### src/rtl/mem_write_monitor.sv
// Compares CPU data-memory writes against a preloaded table of expected writes and reports pass/fail.
// Define MEM_WRITE_MONITOR_LOG_EN to print pass/fail messages in simulation.
module mem_write_monitor #(
    parameter int ADDR_W   = 32,
    parameter int DATA_W   = 32,
    parameter int NUM_CHK  = 4,
    parameter int IGN_BASE = 80,
    parameter int IGN_SIZE = 4,
    parameter int TIMEOUT  = 1024,
    localparam int IDX_W   = (NUM_CHK > 1) ? $clog2(NUM_CHK) : 1,
    localparam int CNT_W   = $clog2(NUM_CHK) + 1,
    localparam int CYC_W   = $clog2(TIMEOUT + 1)
) (
    input  logic              clk,
    input  logic              reset,
    input  logic              start,
    input  logic              clear,
    input  logic              cfg_we,
    input  logic [IDX_W-1:0]  cfg_idx,
    input  logic [ADDR_W-1:0] cfg_addr,
    input  logic [DATA_W-1:0] cfg_data,
    input  logic [CNT_W-1:0]  cfg_len,
    input  logic              memwrite,
    input  logic [ADDR_W-1:0] dataadr,
    input  logic [DATA_W-1:0] writedata,
    output logic              done,
    output logic              pass,
    output logic [1:0]        fail_code,
    output logic [CNT_W-1:0]  match_cnt,
    output logic [15:0]       ign_cnt,
    output logic [CYC_W-1:0]  cycle_cnt,
    output logic [ADDR_W-1:0] err_addr,
    output logic [DATA_W-1:0] err_data
);

    typedef enum logic [1:0] {IDLE, RUN, PASS, FAIL} state_t;

    // One extra bit so the window end cannot wrap at the top of the address space.
    localparam logic [ADDR_W:0] IGN_LO = (ADDR_W+1)'(IGN_BASE);
    localparam logic [ADDR_W:0] IGN_HI = IGN_LO + (ADDR_W+1)'(IGN_SIZE);

    state_t            state_q, state_d;
    logic [1:0]        fail_kind;
    logic [ADDR_W-1:0] tbl_addr [NUM_CHK];
    logic [DATA_W-1:0] tbl_data [NUM_CHK];
    logic [CNT_W-1:0]  len_q, len_d;
    logic [IDX_W-1:0]  cur_idx;
    logic              addr_hit, data_hit, in_ign, last, timeout;
    logic              complete, data_bad, unexpected;

    assign cur_idx    = match_cnt[IDX_W-1:0];
    assign addr_hit   = (dataadr == tbl_addr[cur_idx]);
    assign data_hit   = (writedata == tbl_data[cur_idx]);
    assign in_ign     = (IGN_SIZE != 0) && ({1'b0, dataadr} >= IGN_LO) && ({1'b0, dataadr} < IGN_HI);
    assign last       = ((match_cnt + CNT_W'(1)) == len_q);
    assign timeout    = (cycle_cnt == CYC_W'(TIMEOUT - 1));
    assign complete   = memwrite && addr_hit && data_hit && last;
    assign data_bad   = memwrite && addr_hit && !data_hit;
    assign unexpected = memwrite && !addr_hit && !in_ign;

    always_comb begin
        len_d = cfg_len;
        if (cfg_len == '0) begin
            len_d = CNT_W'(1);
        end else if (cfg_len > CNT_W'(NUM_CHK)) begin
            len_d = CNT_W'(NUM_CHK);
        end
    end

    // A completing match beats the timeout; the timeout beats any other write outcome.
    always_comb begin
        state_d   = state_q;
        fail_kind = 2'd0;
        unique case (state_q)
            IDLE: if (start) state_d = RUN;
            RUN: begin
                if (complete) begin
                    state_d = PASS;
                end else if (timeout) begin
                    state_d   = FAIL;
                    fail_kind = 2'd3;
                end else if (data_bad) begin
                    state_d   = FAIL;
                    fail_kind = 2'd2;
                end else if (unexpected) begin
                    state_d   = FAIL;
                    fail_kind = 2'd1;
                end
            end
            default: state_d = state_q;
        endcase
        if (clear) state_d = IDLE;
    end

    always_ff @(posedge clk or negedge reset) begin
        if (!reset) state_q <= IDLE;
        else        state_q <= state_d;
    end

    always_ff @(posedge clk or negedge reset) begin
        if (!reset) begin
            for (int i = 0; i < NUM_CHK; i++) begin
                tbl_addr[i] <= '0;
                tbl_data[i] <= '0;
            end
            len_q     <= '0;
            done      <= 1'b0;
            pass      <= 1'b0;
            fail_code <= '0;
            match_cnt <= '0;
            ign_cnt   <= '0;
            cycle_cnt <= '0;
            err_addr  <= '0;
            err_data  <= '0;
        end else begin
            if (state_q == IDLE) begin
                if (cfg_we && (int'(cfg_idx) < NUM_CHK)) begin
                    tbl_addr[cfg_idx] <= cfg_addr;
                    tbl_data[cfg_idx] <= cfg_data;
                end
                if (start && !clear) begin
                    len_q     <= len_d;
                    fail_code <= '0;
                    match_cnt <= '0;
                    ign_cnt   <= '0;
                    cycle_cnt <= '0;
                    err_addr  <= '0;
                    err_data  <= '0;
                end
            end else if (state_q == RUN && !clear) begin
                cycle_cnt <= cycle_cnt + CYC_W'(1);
                if (state_d == FAIL) begin
                    fail_code <= fail_kind;
                    if (fail_kind != 2'd3) begin
                        err_addr <= dataadr;
                        err_data <= writedata;
                    end
                end else if (memwrite && addr_hit && data_hit) begin
                    match_cnt <= match_cnt + CNT_W'(1);
                end else if (memwrite && in_ign && (ign_cnt != 16'hFFFF)) begin
                    ign_cnt <= ign_cnt + 16'd1;
                end
            end
            done <= (state_d == PASS) || (state_d == FAIL);
            pass <= (state_d == PASS);
        end
    end

`ifdef MEM_WRITE_MONITOR_LOG_EN
    always @(posedge clk) begin
        if (reset && state_q == RUN && state_d == PASS) begin
            $display("LOG:Simulation succeeded");
        end
        if (reset && state_q == RUN && state_d == FAIL) begin
            $display("LOG:Simulation failed code=%0d adr=%h data=%h", fail_kind,
                     (fail_kind == 2'd3) ? '0 : dataadr, (fail_kind == 2'd3) ? '0 : writedata);
        end
    end
`endif

endmodule

### config.mk
export PLATFORM = sky130hd
export DESIGN_NAME = mem_write_monitor
export DESIGN_NICKNAME = d
export VERILOG_FILES = /design/src/rtl/mem_write_monitor.sv
export SDC_FILE = /design/constraint.sdc
export NUM_CORES = 1
export LEC_CHECK = 0
export CAP_MARGIN = 10
export CORE_MARGIN = 4
export CORE_UTILIZATION = 40
export CTS_CLUSTER_SIZE = 16
export DETAILED_ROUTE_END_ITERATION = 8
export PLACE_DENSITY = 0.63
export SLEW_MARGIN = 25
export SYNTH_ARGS = -nofsm -noshare
export SYNTH_HDL_FRONTEND = slang
export SYNTH_SLANG_ARGS = --single-unit
export TNS_END_PERCENT = 1
### constraint.sdc
create_clock -name clk -period 4.7 [get_ports clk]
set_clock_uncertainty 0.2 [all_clocks]
set_input_delay 0.705 -clock clk [delete_from_list [all_inputs] [get_ports clk]]
set_output_delay 0.705 -clock clk [all_outputs]
set_load 0.01 [all_outputs]
==> metrics.md <==
| Metric | Value |
|---|---|
| Status | `finished clean` |
| GPL Wtd Cong | `0.840` |
| Mapped Area | `16900 um2` |
| HP Class | `reg2reg` |
| Layout cells sized above 1 | `0.278` |
| DRC | `0` |
| Arr. time, crit path | `4.57 ns` |
| Fin crit period | `4.31 ns` |
| Pwr/cell area | `410 nW/um2` |
| Vias in the first global route | `approximately 11000` |
| Leak | `9.12 nW` |
| Worst Setup End Kind | `flip-flop` |
| Max_cap viols | `0` |
| Max Freq | `232 MHz` |
| Clock transition at path regs | `0.06 ns` |
| Crit-path max FO | `47` |
| Area growth syn-to-layout | `25.4%` |
| Startpoint types | `flip-flop` |
| Core area | `around 42000 um2` |
| Nets@finish | `1627` |
| Tcrit/Tclk final | `0.918` |
| CP max stage cell | `o31ai_2` |
| Input/output buffers | `approximately 240` |
| Top_reg_cell synth | `dfrtp_1` |
| Post-DR wirelength/cell | `20.7 um` |
| Clock Path Buffers | `3` |
| Fin Setup TNS | `0 ns` |
| Total die area | `roughly 46000 um2` |
| Max VDD drop | `approximately 0.27 mV` |
| Ys async rst share | `1.00` |
| WP buf/inv | `2` |
| Final HPWL DP | `29.1 mm` |
| Crit path required time | `about 5.0 ns` |
| H-tree levels | `2` |
| DR iter-0 viols | `~620` |
| Die Wd | `214 um` |
| Fin util | `0.507` |
| Synth Register Bits | `359` |
| Most frequent cell after synthesis | `dfrtp_1` |
| Critical path's top delay family | `compound AO/OA/AOI/OAI gates` |
| Crit path kind | `reg2reg` |
| Top post-synthesis cells by area | `dfrtp_1 53%, mux2_2 17%, mux4_2 8.0%, mux2i_1 4.4%, xnor2_1 3.6%` |
| Final Hold Vio Count | `0` |
| Synth Warn # | `0` |
| Number of flops mapped to enable cells by yosys | `0` |
| Post-synth net total | `1388` |
| Area leader, netlist | `dfrtp_1` |
| Critical Path, Cell by Cell | `buf_12, mux4_2, xnor2_1, nand4_1, a221oi_1, nand4_2, o31ai_2, nor3_4, nand3_4, buf_4, mux2i_1` |
| Clk Latency, worst-skew pair | `0.56 ns` |
| Final Setup Violations | `0` |
| Clock Sink Count | `359` |
| Remaining antenna violation count | `0` |
| RSZ-0062 raised after global routing | `no` |
| Sequential fraction of the synthesis area | `0.531` |
| Initial antenna violation count | `5` |
| Cell variety after synth | `58` |
| Router iterations before antenna repair | `4` |
| Largest net degree at the start of global routing | `~120` |
| Slew @ Worst Pin | `0.847 ns` |
| CTS root buf | `clkbuf_16` |
| Max-slew violations | `0` |
| Die Y | `~210 um` |
| Via count | `10700` |
| Detailed-route vias per instance | `approximately 5.2` |
| Row cnt | `75` |
| Mapped Cells | `between 1000 and 1500` |
| Final wirelength | `42.6 mm` |
| Post-cts gate resize count | `0` |
| CTS tree | `done` |
| Synth top area share | `0.531` |
| Rel. slew slack | `0.435` |
| First-pass GRT wire length | `roughly 66 mm` |
| Boundary Pins | `237` |
| Top cells by count, synth | `359 x dfrtp_1, 257 x mux2_2, 99 x nand2_1` |
| Max incr delay on CP | `between 0.5 and 0.6 ns` |
| GRT Total Usage | `0.186` |
| Syn_area_per_cell | `13.6 um2` |
| Initial Util | `0.404` |
| Congestion Overflow GR | `0` |
| CTS Buf Count | `41` |
## worst register-to-register path: stages (launching register included)
cell and delay, ns:
dfrtp_4 0.42, buf_12 0.35, mux4_2 0.59, xnor2_1 0.19
nand4_1 0.17, a221oi_1 0.34, nand4_2 0.41, o31ai_2 0.58
nor3_4 0.10, nand3_4 0.08, buf_4 0.48, mux2i_1 0.32
## cell families after synthesis
kind of cell,Yosys count,share of synthesized area
XOR/XNOR,75,0.0388
multiplexers,392,0.295
adder cells (fa/ha/maj),3,0.00222
AND/OR/NAND/NOR,211,0.0640
buffers and inverters,136,0.0377
AO/OA/AOI/OAI,70,0.0311
flip-flops,359,0.531
## flip-flops by register name, summed over array words and instances (netlist names)
register / flops
tbl_data: 128
cycle_cnt: 11
len_q: 3
tbl_addr: 128
err_addr: 32
err_data: 32
fail_code: 2
pass: 1
state_q: 2
done: 1
match_cnt: 3
ign_cnt: 16
## where the power goes
part	switching (W)	internal (W)
Sequential	0.000314	0.00372
Clock	0.00127	0.00179
Combinational	0.000625	0.000971
Total	0.00221	0.00648
## layout by cell type, fill, tap and decap left out, drive strengths merged, types with 3 or more instances in the layout
master / count
mux2: 257
xor2: 5
diode: 4
buf: 24
xnor2: 70
and2: 5
clkinv: 7
nand3b: 3
mux4: 60
nand3: 13
or4: 10
nor2: 21
nor3: 5
ha: 3
o31ai: 14
inv: 73
clkbuf: 63
mux2i: 75
nand2b: 3
o21ai: 14
dfrtp: 359
nor4: 12
o31a: 3
or3: 5
o21a: 4
nand4: 23
and3: 3
nand2: 99
a21oi: 17
clkdlybuf4s50: 235
## worst paths after layout
path / slack, ns / endpoint / startpoint / cells past startpoint
setup / recovery: 0.39 / err_data[0]$_DFFE_PN0P_ / match_cnt[0]$_DFFE_PN0P_ / 11
hold / removal: 0.29 / len_q[1]$_DFFE_PN0P_ / len_q[1]$_DFFE_PN0P_ / 2
setup reg to reg: 0.39 / err_data[0]$_DFFE_PN0P_ / match_cnt[0]$_DFFE_PN0P_ / 11
hold reg to reg: 0.29 / len_q[1]$_DFFE_PN0P_ / len_q[1]$_DFFE_PN0P_ / 2
max in group asynchronous: 2.49 / tbl_addr[117]$_DFFE_PN0P_ / reset / 4
min in group asynchronous: 0.47 / cycle_cnt[6]$_DFFE_PN0P_ / reset / 2
## area by class of cell
type                            count  area [um2]
Fill cell                        3614       20600
Sequential cell                   359        8990
Multi-Input combinational cell    751        7340
Timing Repair Buffer              260        2660
Clock buffer                       63        1220
Tap cell                          539         674
Inverter                           72         270
Clock inverter                      9        55.1
Antenna cell                        4        10.0
## layer usage
| metal | wire length, um | global-route usage | share of wire | vias up |
|---|---|---|---|---|
| met4 | 734 | 0.0435 | 0.017 | 8 |
| li1 | - | - | - | 4942 |
| met2 | 19700 | 0.293 | 0.46 | 221 |
| met1 | 19800 | 0.265 | 0.46 | 5507 |
| met5 | 55 | 0 | 0.0013 | - |
| met3 | 2290 | 0.0449 | 0.054 | 54 |
## what timing repair did
item,CTS,global route
hold buffers,0,1
setup endpoints to repair,0,0
hold endpoints to repair,0,56
setup buffers,0,0
## metrics by stage
| stage | total power (W) | setup slack [ns] | hold slack, ns | area (um2) | std cells |
|---|---|---|---|---|---|
| 2_1_floorplan | 0.00508 | 1.04 | 0.209 | 16900 | 1246 |
| 3_3_place_gp | 0.00561 | 0.403 | 0.276 | 19900 | 1979 |
| 3_5_place_dp | 0.00569 | 0.325 | 0.289 | 19900 | 1979 |
| 4_1_cts | 0.00880 | 0.294 | 0.0920 | 21200 | 2051 |
| 5_1_grt | 0.00911 | 0.0913 | 0.306 | 21200 | 2053 |
| 6_report | 0.00869 | 0.387 | 0.294 | 21200 | 2057 |
Power figures use the tool's default switching activity.
